--- config.mk ---
export PLATFORM = sky130hd
export DESIGN_NAME = fuzz_equiv_sequencer_flat
export DESIGN_NICKNAME = d
export VERILOG_FILES = /design/src/rtl/fuzz_equiv_sequencer_if.sv /design/src/rtl/fuzz_equiv_sequencer.sv /design/src/flat_wrapper.sv
export SDC_FILE = /design/constraint.sdc
export NUM_CORES = 1
export LEC_CHECK = 0
export ABC_AREA = 1
export BUFFER_PORTS_ARGS = -buffer_cell sky130_fd_sc_hd__buf_4
export CAP_MARGIN = 0
export CELL_PAD_IN_SITES_DETAIL_PLACEMENT = 2
export CELL_PAD_IN_SITES_GLOBAL_PLACEMENT = 2
export CORE_AREA = 2 2 381 383
export DETAILED_ROUTE_END_ITERATION = 8
export DIE_AREA = 0 0 383 385
export PLACE_DENSITY_LB_ADDON = 0.1
export REMOVE_ABC_BUFFERS = 1
export SETUP_SLACK_MARGIN = 0.3
export SYNTH_ARGS = -nofsm -noshare
export SYNTH_HDL_FRONTEND = slang
export SYNTH_SLANG_ARGS = --single-unit
--- constraint.sdc ---
create_clock -name clk -period 5.3 [get_ports clk]
set_clock_uncertainty 0.05 [all_clocks]
set_input_delay 1.06 -clock clk [delete_from_list [all_inputs] [get_ports clk]]
set_output_delay 1.06 -clock clk [all_outputs]
set_load 0.02 [all_outputs]
--- src/rtl/fuzz_equiv_sequencer_if.sv ---
// Bundle between the equivalence sequencer and its controller: run control,
// shared stimulus, both DUT output buses and the result registers.
interface fuzz_equiv_sequencer_if #(
  parameter int STIM_W = 29,
  parameter int Y_W    = 284,
  parameter int CNT_W  = 16
);
  // start and abort are single-cycle qualifiers sampled on posedge; the
  // sequencer has no ready: start is accepted only while done or idle (busy=0)
  // and abort only while busy=1, so a controller may hold either for one cycle.
  logic              start;
  logic              abort;
  logic [31:0]       seed;
  logic [STIM_W-1:0] stim;
  logic [Y_W-1:0]    y_a;
  logic [Y_W-1:0]    y_b;
  logic              busy;
  logic              done;
  logic              pass;
  logic              aborted;
  logic [CNT_W-1:0]  cycle_cnt;
  logic [CNT_W-1:0]  mismatch_count;
  logic [CNT_W-1:0]  first_fail_cycle;
  logic [Y_W-1:0]    fail_diff;
  logic [1:0]        fsm_state;

  modport master (
    output start, abort, seed, y_a, y_b,
    input  stim, busy, done, pass, aborted, cycle_cnt, mismatch_count,
           first_fail_cycle, fail_diff, fsm_state
  );

  modport slave (
    input  start, abort, seed, y_a, y_b,
    output stim, busy, done, pass, aborted, cycle_cnt, mismatch_count,
           first_fail_cycle, fail_diff, fsm_state
  );
endinterface

--- src/rtl/fuzz_equiv_sequencer.sv ---
// Drives LFSR stimulus into two DUTs, compares their y buses every compare
// cycle and records pass/fail, first failing cycle, its XOR diff and a count.
module fuzz_equiv_sequencer #(
  parameter int STIM_W       = 29,
  parameter int Y_W          = 284,
  parameter int NUM_VECTORS  = 1024,
  parameter int DRAIN_CYCLES = 4,
  parameter int CNT_W        = 16
) (
  input logic                  clk,
  input logic                  rst_n,
  fuzz_equiv_sequencer_if.slave bus
);

  localparam logic [31:0]      LFSR_MASK  = 32'h8020_0003;
  localparam logic [CNT_W-1:0] LAST_RUN   = CNT_W'(NUM_VECTORS - 1);
  localparam logic [CNT_W-1:0] LAST_DRAIN = CNT_W'(NUM_VECTORS + DRAIN_CYCLES - 1);

  typedef enum logic [1:0] {
    S_IDLE  = 2'd0,
    S_RUN   = 2'd1,
    S_DRAIN = 2'd2,
    S_DONE  = 2'd3
  } state_t;

  state_t            state;
  logic [31:0]       lfsr;
  logic [31:0]       lfsr_next;
  logic [31:0]       seed_fixed;
  logic [STIM_W-1:0] stim;
  logic              busy;
  logic              done;
  logic              aborted;
  logic [CNT_W-1:0]  cycle_cnt;
  logic [CNT_W-1:0]  mismatch_count;
  logic [CNT_W-1:0]  first_fail_cycle;
  logic [Y_W-1:0]    fail_diff;
  logic              mismatch;
  logic              last_run;
  logic              last_drain;

  // Galois right shift: the bit falling out of lfsr[0] folds the tap mask back in.
  assign lfsr_next  = (lfsr >> 1) ^ (lfsr[0] ? LFSR_MASK : 32'h0);
  assign seed_fixed = (bus.seed == 32'h0) ? 32'h1 : bus.seed;
  assign mismatch   = (bus.y_a != bus.y_b);
  assign last_run   = (state == S_RUN)   && (cycle_cnt == LAST_RUN);
  assign last_drain = (state == S_DRAIN) && (cycle_cnt == LAST_DRAIN);

  always_ff @(posedge clk or negedge rst_n) begin
    if (!rst_n) begin
      state            <= S_IDLE;
      lfsr             <= 32'h1;
      stim             <= '0;
      busy             <= 1'b0;
      done             <= 1'b0;
      aborted          <= 1'b0;
      cycle_cnt        <= '0;
      mismatch_count   <= '0;
      first_fail_cycle <= '1;
      fail_diff        <= '0;
    end else begin
      case (state)
        S_IDLE, S_DONE: begin
          if (bus.start) begin
            state            <= S_RUN;
            lfsr             <= seed_fixed;
            stim             <= seed_fixed[STIM_W-1:0];
            busy             <= 1'b1;
            done             <= 1'b0;
            aborted          <= 1'b0;
            cycle_cnt        <= '0;
            mismatch_count   <= '0;
            first_fail_cycle <= '1;
            fail_diff        <= '0;
          end
        end
        S_RUN, S_DRAIN: begin
          cycle_cnt <= cycle_cnt + 1'b1;
          if (mismatch) begin
            if (mismatch_count != '1) begin
              mismatch_count <= mismatch_count + 1'b1;
            end
            // A zero count means this is the first failing cycle of the run.
            if (mismatch_count == '0) begin
              first_fail_cycle <= cycle_cnt;
              fail_diff        <= bus.y_a ^ bus.y_b;
            end
          end
          // The stimulus freezes on the last RUN edge and on an abort edge.
          if ((state == S_RUN) && !last_run && !bus.abort) begin
            lfsr <= lfsr_next;
            stim <= lfsr_next[STIM_W-1:0];
          end
          if (bus.abort) begin
            state   <= S_DONE;
            aborted <= 1'b1;
            busy    <= 1'b0;
            done    <= 1'b1;
          end else if (last_run) begin
            if (DRAIN_CYCLES == 0) begin
              state <= S_DONE;
              busy  <= 1'b0;
              done  <= 1'b1;
            end else begin
              state <= S_DRAIN;
            end
          end else if (last_drain) begin
            state <= S_DONE;
            busy  <= 1'b0;
            done  <= 1'b1;
          end
        end
        default: state <= S_IDLE;
      endcase
    end
  end

  assign bus.stim             = stim;
  assign bus.busy             = busy;
  assign bus.done             = done;
  assign bus.aborted          = aborted;
  assign bus.cycle_cnt        = cycle_cnt;
  assign bus.mismatch_count   = mismatch_count;
  assign bus.first_fail_cycle = first_fail_cycle;
  assign bus.fail_diff        = fail_diff;
  assign bus.fsm_state        = state;
  assign bus.pass = (state == S_DONE) && (mismatch_count == '0) && !aborted;

endmodule

--- src/flat_wrapper.sv ---
// flat-port wrapper written by rule: the top's interface ports become plain ports
module fuzz_equiv_sequencer_flat 
#(
  parameter int STIM_W       = 29,
  parameter int Y_W          = 284,
  parameter int NUM_VECTORS  = 1024,
  parameter int DRAIN_CYCLES = 4,
  parameter int CNT_W        = 16
)
  (clk, rst_n, bus_start, bus_abort, bus_seed, bus_y_a, bus_y_b, bus_stim, bus_busy, bus_done, bus_pass, bus_aborted, bus_cycle_cnt, bus_mismatch_count, bus_first_fail_cycle, bus_fail_diff, bus_fsm_state);
  fuzz_equiv_sequencer_if #(.STIM_W(STIM_W), .Y_W(Y_W), .CNT_W(CNT_W)) bus_i ();
  input logic clk;
  input logic rst_n;
  input wire logic [$bits(bus_i.start)-1:0] bus_start;
  input wire logic [$bits(bus_i.abort)-1:0] bus_abort;
  input wire logic [$bits(bus_i.seed)-1:0] bus_seed;
  input wire logic [$bits(bus_i.y_a)-1:0] bus_y_a;
  input wire logic [$bits(bus_i.y_b)-1:0] bus_y_b;
  output wire logic [$bits(bus_i.stim)-1:0] bus_stim;
  output wire logic [$bits(bus_i.busy)-1:0] bus_busy;
  output wire logic [$bits(bus_i.done)-1:0] bus_done;
  output wire logic [$bits(bus_i.pass)-1:0] bus_pass;
  output wire logic [$bits(bus_i.aborted)-1:0] bus_aborted;
  output wire logic [$bits(bus_i.cycle_cnt)-1:0] bus_cycle_cnt;
  output wire logic [$bits(bus_i.mismatch_count)-1:0] bus_mismatch_count;
  output wire logic [$bits(bus_i.first_fail_cycle)-1:0] bus_first_fail_cycle;
  output wire logic [$bits(bus_i.fail_diff)-1:0] bus_fail_diff;
  output wire logic [$bits(bus_i.fsm_state)-1:0] bus_fsm_state;
  assign bus_i.start = bus_start;
  assign bus_i.abort = bus_abort;
  assign bus_i.seed = bus_seed;
  assign bus_i.y_a = bus_y_a;
  assign bus_i.y_b = bus_y_b;
  assign bus_stim = bus_i.stim;
  assign bus_busy = bus_i.busy;
  assign bus_done = bus_i.done;
  assign bus_pass = bus_i.pass;
  assign bus_aborted = bus_i.aborted;
  assign bus_cycle_cnt = bus_i.cycle_cnt;
  assign bus_mismatch_count = bus_i.mismatch_count;
  assign bus_first_fail_cycle = bus_i.first_fail_cycle;
  assign bus_fail_diff = bus_i.fail_diff;
  assign bus_fsm_state = bus_i.fsm_state;
  fuzz_equiv_sequencer #(.STIM_W(STIM_W), .Y_W(Y_W), .NUM_VECTORS(NUM_VECTORS), .DRAIN_CYCLES(DRAIN_CYCLES), .CNT_W(CNT_W)) u_core (.clk(clk), .rst_n(rst_n), .bus(bus_i));
endmodule
* Word level (Yosys, flattened, before mapping)
Cells that the tools add are included.
** Storage, ports and cells
- Input port bits :: 604
- Flip-flop bits (word level) :: 398
- Output and inout port bits :: 367
** Operators by class
- Reduce and logical (&&, ||, !) cells :: 20
- Equal/unequal tests :: 16
- Bitwise logic cells :: 2
- Mux-type cells :: 38
- Add/subtract/negate cells :: 2
** Operators by type and width (count)
- two-way mux 284 bit :: 3
- case mux 284 bit (2 select lines) :: 1
- inequality test 284 bit :: 1
- bitwise XOR 284 bit :: 1
- two-way mux 32 bit :: 4
- two-way mux 16 bit :: 6
- case mux 16 bit (2 select lines) :: 3
- case mux 32 bit (2 select lines) :: 1
- two-way mux 29 bit :: 2
- case mux 29 bit (2 select lines) :: 1
- adder 16 x 1 -> 16 bit, second input constant :: 2
- zero test 32 bit :: 1
- bitwise XOR 31 x 32 -> 32 bit :: 1
- equality test 16 x 10 -> 1 bit, second input constant :: 1
- equality test 16 x 11 -> 1 bit, second input constant :: 1
- zero test 16 bit :: 1
- inequality test 16 bit, second input constant :: 1
- two-way mux 1 bit :: 9
- AND reduction 3 bit :: 3
- two-way mux 2 bit :: 4
- inequality test 2 x 1 -> 1 bit, second input constant :: 4
- logical AND 1 bit :: 6
- case mux 1 bit (2 select lines) :: 3
- AND reduction 2 bit :: 3
- 10 further kinds :: 15

* Longest topological paths before layout
Gate-level depths: netlist (run 1).
- Depth after elaboration :: 7
- Mapped depth :: 16
- Depth with buffers taken out :: 14

* Worst setup path before layout (run 1)
No wires, ideal clock.
- Kind :: input -> register
- Start :: input bus_y_b[2]
- End :: register u_core.fail_diff[100], in the netlist u_core.bus.fail_diff[100]
- Setup time :: 0.117 ns
- Path slack :: 2.776 ns
- Stages on the path :: 13
- Required time :: 5.133 ns
- Arrival time :: 2.357 ns
- Path through :: xnor2_1 > nand3_1 > nor2_1 > nand2_1 > nor2_1 > nand2_1 > nor2_1 > nand3_1 > buf_2 > buf_6 > buf_6 > nand3_1 > nand2_1
** On the way
- Word-level cells in the longest chain between the ends :: 3
** RTL lines
- from (decl) :: RTL line flat_wrapper.sv:18 : input wire logic [$bits(bus_i.y_b)-1:0] bus_y_b;
- inequality test 284 bit :: RTL line fuzz_equiv_sequencer.sv:45 : assign mismatch = (bus.y_a != bus.y_b);
- inequality test 2 x 1 -> 1 bit (no source line)
- AND reduction 3 bit (no source line)
- to (signal assigned) :: RTL line fuzz_equiv_sequencer.sv:86 : fail_diff <= bus.y_a ^ bus.y_b;
- to (decl) :: RTL line fuzz_equiv_sequencer.sv:37 : logic [Y_W-1:0] fail_diff;
Every way passes these cells.
A chain may end at the register's enable or synchronous reset.

* Worst setup path in the final report (run 1)
- Start :: input bus_y_a[112]
- End :: register u_core.fail_diff[33], in the netlist u_core.bus.fail_diff[33]
** On the way
- Word-level cells in the longest chain between the ends :: 3
** RTL lines
- from (decl) :: RTL line flat_wrapper.sv:17 : input wire logic [$bits(bus_i.y_a)-1:0] bus_y_a;
- inequality test 284 bit :: RTL line fuzz_equiv_sequencer.sv:45
- inequality test 2 x 1 -> 1 bit (no source line)
- AND reduction 3 bit (no source line)
Every way passes these cells.

==> impl_results.md, run 1 <==
- Status: finished clean
- Core area: 143,000 µm²
- Root Driver: clkbuf_16
- Vias per inst: ~4
- Final nets: 4,881
- Total Neg Setup Slack: 0 ns
- Clock power frac: 0.201
- # clock sinks: 370
- Largest fanout on the critical path: 184
- Int Pwr: 9.41 mW
- Max-Cap Viols: 0
- Mean area per synthesized cell: 6.66 µm²
- CTS Hold Bufs: 0
- Critical path class: in -> reg
- Overflow after GRT: 0
- Num CTS Buffers: 54
- Max frequency: 226 MHz
- Starting Density: 0.158
- Synthesis-stage register bit count: 370
- Sw Ratio: 0.493
- LEAKAGE: 18.6 nW
- Top cells by area, synth: dfrtp_1 (39%), nand2_1 (22%), nand3_1 (7.6%)
- FILL cells: around 17,000
- Drt initial violations: 853
- Number of port buffers: 970
- Most frequent cells in the layout: nand2_1 (1,325), buf_4 (982), inv_1 (418), dfrtp_1 (353), nand3_1 (342)
- Drt pass-1 iters: 4
- Num rows: 139
- Drc violations: 0
- Worst Tran Pin Value: 1.47 ns
- Minimum clock period: around 4.4 ns
- Critical path endpoint category: flop
- Antenna viol nets, final: 0
- Initial antenna violation count: 13
- First-pass GRT wire length: 186 mm
- PnR Total Power: between 15 and 20 mW
- Slew Viols, Final: 0
- Area Overhead vs Synth: 47.9%
- Die Area: 147,000 µm²
- Net Switching: slightly above 9 mW
- Total GRT Usage: 0.171
- Wire per inst: between 20 and 25 µm
- Synth warn: 0
- Yosys top cell area share: 0.390
- Routed vias: 24,800
- Worst path max stage delay: 0.68 ns
- Final weighted congestion in routability-driven placement: 0.775
- Synth Instances: 3,400
- Final hold viol count: 0
- CP max-delay cell: buf_4
- Hold slack: 0.392 ns
- CP Launch Type: input pin
- Hpwl dp: 100 mm
- Clock tree buffer depth: 3
- Routed WL: 130 mm
- Seq/Total Area, Yosys: 0.410
- Clk Latency, worst-skew pair: 0.64 ns
- CTS resizes: 0
- Synthesized area: 22,600 µm²
- Setup violations, final: 0
- I/O pin count: 971
- Die span in x: 383 µm
- Vias in the first global route: between 20,000 and 30,000
- Crit path cell chain: buf_4 > nand2_1 > nand2_1 > nor2_1 > nand2_1 > nor2_1 > nand2_1 > nor2_1 > nand2_1 > nor2_1 > nand3_4 > buf_12 > buf_4 > nand3_1 > nand2_1
- Max transition margin: 0.0175
- Pin count of the biggest net entering global routing: 185
- Total setup buffers inserted after CTS: 0
- Clock slew at reported path FFs: about 0.060 ns
- Class of the worst hold path: in -> async
- CP arrival: 4.90 ns
- Reg power frac: 0.242
- Combinational share of power: 0.556
- Die height: a little under 400 µm
- Most used cell, CP: nand2_1
- CP delay by family, top: simple AND/OR/NAND/NOR gates
- Power per Cell Area: ~550 nW/µm²
- Most common cell after layout, fill and taps aside: nand2_1
- Share of cells above drive strength 1: 0.258
- Required time of the critical path: 5.77 ns
- Final period util: 0.836
- Worst path bufs/invs: 3
- Yosys cell types: 38
- VDD IR max: 0.000628 V
- RSZ-0062 raised after global routing: false
- Post-synth top area cell: dfrtp_1
- CTS tree: built
- H-tree levels: 2
-- worst reg2reg max path: stages (launching register included) --
cell and delay, ns:
dfrtp_1 0.40, inv_1 0.10, ha_4 0.32, nor2_1 0.14, nand2_1 0.08, nor2_1 0.10, nand2_1 0.06, nor2_1 0.19
nand2_1 0.24, nor2_1 0.24, nand3_4 0.13, buf_12 0.28, buf_4 1.19, nand3_1 0.17, nand2_1 0.08
-- worst paths after layout --
kind | from | depth (start not counted) | endpoint | slack [ns]
max reg2reg | u_core.bus.fsm_state[0] | 14 | u_core.bus.fail_diff[33] | 1.42
min | rst_n | 1 | u_core.bus.fail_diff[260] | 0.39
min reg2reg | u_core.bus.first_fail_cycle[13] | 2 | u_core.bus.first_fail_cycle[13] | 0.42
max | bus_y_a[112] | 15 | u_core.bus.fail_diff[33] | 0.87
max in group asynchronous | rst_n | 2 | u_core.bus.fail_diff[229] | 3.74
min in group clk | u_core.bus.first_fail_cycle[13] | 2 | u_core.bus.first_fail_cycle[13] | 0.42
-- flip-flops by register name, indices dropped and copies added (netlist names) --
| signal | cells |
|---|---|
| u_core.bus.first_fail_cycle | 16 |
| u_core.bus.cycle_cnt | 16 |
| u_core.bus.done | 1 |
| u_core.bus.fail_diff | 284 |
| u_core.bus.busy | 1 |
| u_core.bus.aborted | 1 |
| u_core.bus.fsm_state | 2 |
| u_core.bus.mismatch_count | 16 |
| u_core.bus.stim | 28 |
| u_core.lfsr | 5 |
-- synth_stat cells --
cell type and instances:
nand2_4 1, clkbuf_1 72, o2111ai_2 1, nor4_1 5, nor3_1 12, dfstp_2 17
nand3_2 1, nor2_2 2, nand2_1 1326, o211ai_1 1, buf_4 32, and3_1 1
a32oi_1 1, buf_2 31, a21oi_1 165, o22ai_1 2, o21a_1 1, nand4_1 7
nor2_1 325, inv_1 418, a31oi_1 1, o32ai_1 1, nand3b_1 2, dfrtp_1 353
xor2_1 43, o21ai_0 61, inv_2 3, nor4_4 1, o21ai_1 21, buf_1 19
o31ai_1 1, ha_1 6, a211oi_1 1, clkbuf_4 1, nand3_1 343, nand2_2 2
buf_6 27, xnor2_1 93
-- cells by family (layout without fill, tap and decap cells) --
kind of cell | after synthesis | count (layout) | synth area share
xor+xnor | 136 | 136 | 0.0526
other cells | 0 | 9 | 0
fa+ha+maj | 6 | 6 | 0.00332
compound gates | 257 | 257 | 0.0582
flops | 370 | 370 | 0.410
simple gates | 2028 | 2028 | 0.360
buf+inv | 603 | 1517 | 0.116
-- power by group through the flow --
stage               sequential (mW)  combinational, mW  clock, mW
finish                         4.49               10.3       3.74
global route                   4.63               11.6       4.00
CTS                            4.51               10.8       3.91
detailed placement             4.54               10.8          0
global placement               4.51               10.7          0
floorplan                      5.98               3.41          0
-- metrics by stage --
| stage | std cells | area (µm²) | utilization | setup slack, ns |
|---|---|---|---|---|
| after floorplan | 3218 | 21600 | - | -15.48 |
| after global placement | 6118 | 31700 | 0.221 | 0.623 |
| after detailed placement | 6118 | 31700 | 0.221 | 0.549 |
| after CTS | 6217 | 33400 | 0.234 | 1.26 |
| after global routing | 6222 | 33500 | 0.234 | 0.785 |
| final | 6226 | 33500 | 0.234 | 0.867 |
-- per-layer routing --
metal / vias up / part of all wire / GRT usage
li1: 12100 / - / -
met1: 12100 / 0.41 / 0.200
met2: 509 / 0.51 / 0.308
met3: 112 / 0.061 / 0.0445
met4: 8 / 0.021 / 0.0425
met5: - / 0.00035 / 0
-- cell type report --
type | instances | area (µm²) | share of cell area
Clock buffer | 86 | 1650 | 0.0494
Inverter | 421 | 1580 | 0.0472
Multi-Input combinational cell | 2427 | 10800 | 0.322
Tap cell | 1903 | 2380 | 0.0712
Sequential cell | 370 | 9280 | 0.277
Timing Repair Buffer | 997 | 7670 | 0.229
Clock inverter | 13 | 119 | 0.00355
Antenna cell | 9 | 22.5 | 0.000673
Power figures use the tool's default switching activity.
==> inputs of run 2 (changes only) <==
--- a/config.mk
+++ b/config.mk
@@ -10,9 +10,9 @@
 export CAP_MARGIN = 0
 export CELL_PAD_IN_SITES_DETAIL_PLACEMENT = 2
 export CELL_PAD_IN_SITES_GLOBAL_PLACEMENT = 2
-export CORE_AREA = 2 2 381 383
+export CORE_AREA = 2 2 374 376
 export DETAILED_ROUTE_END_ITERATION = 8
-export DIE_AREA = 0 0 383 385
+export DIE_AREA = 0 0 376 378
 export PLACE_DENSITY_LB_ADDON = 0.1
 export REMOVE_ABC_BUFFERS = 1
 export SETUP_SLACK_MARGIN = 0.3
==> constraint.sdc (replaced) <==
create_clock -name clk -period 4.1 [get_ports clk]
set_clock_uncertainty 0.05 [all_clocks]
set_input_delay 0.82 -clock clk [delete_from_list [all_inputs] [get_ports clk]]
set_output_delay 0.82 -clock clk [all_outputs]
set_load 0.02 [all_outputs]
==> run 2 against run 1 <==
Flip-flop and latch count did not move. Critical path type is now reg -> out. Via count rose by 0.21%. Utilization grew 0.91 points. Final area rose by 0.53%. Combinational power up 33%. Clock power increased by 28%. Largest power group unchanged. Sequential power grew 29%. First-iteration DRC count shrank 4.0%.
==> impl_results.md, run 2 (synthesized netlist as in run 1, its figures left out) <==
- Most common cell after layout, fill and taps aside: nand2_1 (unchanged)
- Final Instance Area: 33,600 µm² (was 33,500 µm²)
- Pin count of the biggest net entering global routing: 139 (was 185)
- Class of the worst hold path: in -> async (unchanged)
- Starting Density: 0.163 (was 0.158)
- Worst Setup SP: u_core.bus.mismatch_count[0] (was bus_y_a[112])
- Final hold viol count: 0 (unchanged)
- Crit path cell chain: inv_1 > ha_1 > nand3b_1 > nor4_1 > and3_1 > buf_4 (was buf_4 > nand2_1 > nand2_1 > nor2_1 > nand2_1 > nor2_1 > nand2_1 > nor2_1 > nand2_1 > nor2_1 > nand3_4 > buf_12 > buf_4 > nand3_1 > nand2_1)
- Required time of the critical path: 3.23 ns (was 5.77 ns)
- Overflow after GRT: 0 (unchanged)
- I/O pin count: 971 (unchanged)
- Initial antenna violation count: 10 (was 13)
- Number of port buffers: 970 (unchanged)
- Die Area: 142,000 µm² (was 147,000 µm²)
- CP max-delay cell: nor4_1 (was buf_4)
- RSZ-0062 raised after global routing: false (unchanged)
- Critical path endpoint category: output pin (was flop)
- Drc violations: 0 (unchanged)
- Minimum clock period: 3.25 ns
- Num CTS Buffers: 53 (was 54)
- Slew Viols, Final: 0 (unchanged)
- Clock tree buffer depth: 3 (unchanged)
- First-pass GRT wire length: 184 mm (was 186 mm)
- VDD IR max: 0.000887 V (was 0.000628 V)
- Vias in the first global route: 26,900 (was 26,500)
- Largest fanout on the critical path: 6 (was 184)
- Max reg flops: 284 (unchanged)
- Max frequency: 308 MHz
- Power per Cell Area: 723 nW/µm² (was 554 nW/µm²)
- CTS Hold Bufs: 0 (unchanged)
- Register bank with the most flops: u_core.bus.fail_diff (unchanged)
- Wire per inst: 20.7 µm (was 20.9 µm)
- Worst Tran Pin Value: 0.949 ns (was 1.47 ns)
- Worst R2R Start: u_core.bus.fsm_state[0] (unchanged)
- Most frequent cells in the layout: nand2_1 (1,325), buf_4 (992), inv_1 (418), dfrtp_1 (353), nand3_1 (342) (was nand2_1 (1,325), buf_4 (982), inv_1 (418), dfrtp_1 (353), nand3_1 (342))
- Area Overhead vs Synth: 48.6% (was 47.9%)
- Critical path class: reg -> out (was in -> reg)
- Final period util: 0.792
- Total setup buffers inserted after CTS: 0 (unchanged)
- Share of cells above drive strength 1: 0.261 (was 0.258)
- Drt initial violations: 819 (was 853)
- Routed WL: 127 mm (was 130 mm)
- CP delay by family, top: simple AND/OR/NAND/NOR gates (unchanged)
- Die height: 378 µm (was 385 µm)
- Hold slack: 0.154 ns (was 0.392 ns)
- Drt pass-1 iters: 6 (was 4)
- Post-DP Area: 31,800 µm² (was 31,700 µm²)
- Worst path max stage delay: 0.53 ns (was 0.68 ns)
- CP arrival: 2.38 ns (was 4.90 ns)
- LEAKAGE: 18.7 nW (was 18.6 nW)
- Regs by FF count: u_core.bus.fail_diff x284, u_core.bus.stim x28 (unchanged)
- Final weighted congestion in routability-driven placement: 0.762 (was 0.775)
- CTS tree: built (unchanged)
- CTS resizes: 0 (unchanged)
- Worst path bufs/invs: 2 (was 3)
- Total GRT Usage: 0.174 (was 0.171)
- Antenna viol nets, final: 0 (unchanged)
- H-tree levels: 2 (unchanged)
- Routed vias: 24,900 (was 24,800)
- Core area: 139,000 µm² (was 143,000 µm²)
- Clock slew at reported path FFs: 0.06 ns (about the same)
- Hpwl dp: 99.9 mm (was 100 mm)
- Setup violations, final: 0 (unchanged)
- Root Driver: clkbuf_16 (unchanged)
- Final nets: 4,901 (was 4,881)
- CP Launch Type: flop (was input pin)
- Clk Latency, worst-skew pair: 0.65 ns (was 0.64 ns)
- Max transition margin: 0.367 (was 0.0175)
- Status: finished clean (unchanged)
- Num rows: 137 (was 139)
- # clock sinks: 370 (unchanged)
- Die span in x: 376 µm (was 383 µm)
- Vias per inst: 4.04 (was 3.99)
- FILL cells: 16,600 (was 17,000)
- Max-Cap Viols: 0 (unchanged)
run 2: changes by cell type in the layout (fill, tap and decap cells not counted):
| cell | change |
|---|---|
| clkinv_2 | -4 |
| clkinvlp_4 | +1 |
| buf_4 | +10 |
| clkbuf_16 | -2 |
| inv_6 | -1 |
| clkbuf_8 | +1 |
| buf_12 | +11 |
| inv_16 | +3 |
run 2: report_power, final:
part / switching (mW) / leakage [nW] / total [mW] / internal [mW]
Combinational: 9.17 / 13.0 / 13.7 / 4.56
Clock: 1.97 / 0.874 / 4.79 / 2.83
Sequential: 0.739 / 4.81 / 5.80 / 5.06
run 2: routing by layer:
layer / vias to the layer above / part of all wire / global-route usage
li1: 12100 / - / -
met1: 12100 / 0.41 / 0.204
met2: 534 / 0.50 / 0.312
met3: 128 / 0.060 / 0.0420
met4: 8 / 0.027 / 0.0497
met5: - / 0.00035 / 0
run 2: worst paths after layout:
check,end,slack [ns],depth (start not counted)
max,bus_pass,0.85,6
min,u_core.bus.fail_diff[112],0.15,1
max reg2reg,u_core.bus.fail_diff[229],0.89,14
min reg2reg,u_core.bus.first_fail_cycle[10],0.41,2
max in group asynchronous,u_core.bus.fail_diff[85],2.96,2
min in group clk,u_core.bus.first_fail_cycle[10],0.41,2
run 2: worst reg2reg max path, delay by kind of cell (launching register included):
kind | cells | cell delay, ns
flops | 1 | 0.42
buf+inv | 3 | 0.67
fa+ha+maj | 1 | 0.32
simple gates | 10 | 1.64
run 2: through the flow:
stage | instances | utilization | setup WS [ns] | total power [mW] | setup TNS (ns)
after CTS | 6140 | 0.243 | 0.693 | 25.1 | 0
after global placement | 6043 | 0.230 | 0.438 | 20.0 | 0
after detailed placement | 6043 | 0.230 | 0.418 | 20.1 | 0
after floorplan | 3218 | - | -16.68 | 11.7 | -5447.86
after global routing | 6146 | 0.243 | 0.534 | 26.4 | 0
final | 6149 | 0.243 | 0.852 | 24.3 | 0
run 2: final cells by class:
cell class | instances | area [µm²] | share of cell area
antenna | 9 | 22.5 | 0.000669
tap | 1807 | 2260 | 0.0672
clock inverter | 12 | 158 | 0.00469
timing repair buffer | 1018 | 7960 | 0.237
multi-input combinational | 2427 | 10800 | 0.320
clock buffer | 85 | 1620 | 0.0481
inverter | 421 | 1580 | 0.0470
sequential | 370 | 9280 | 0.276
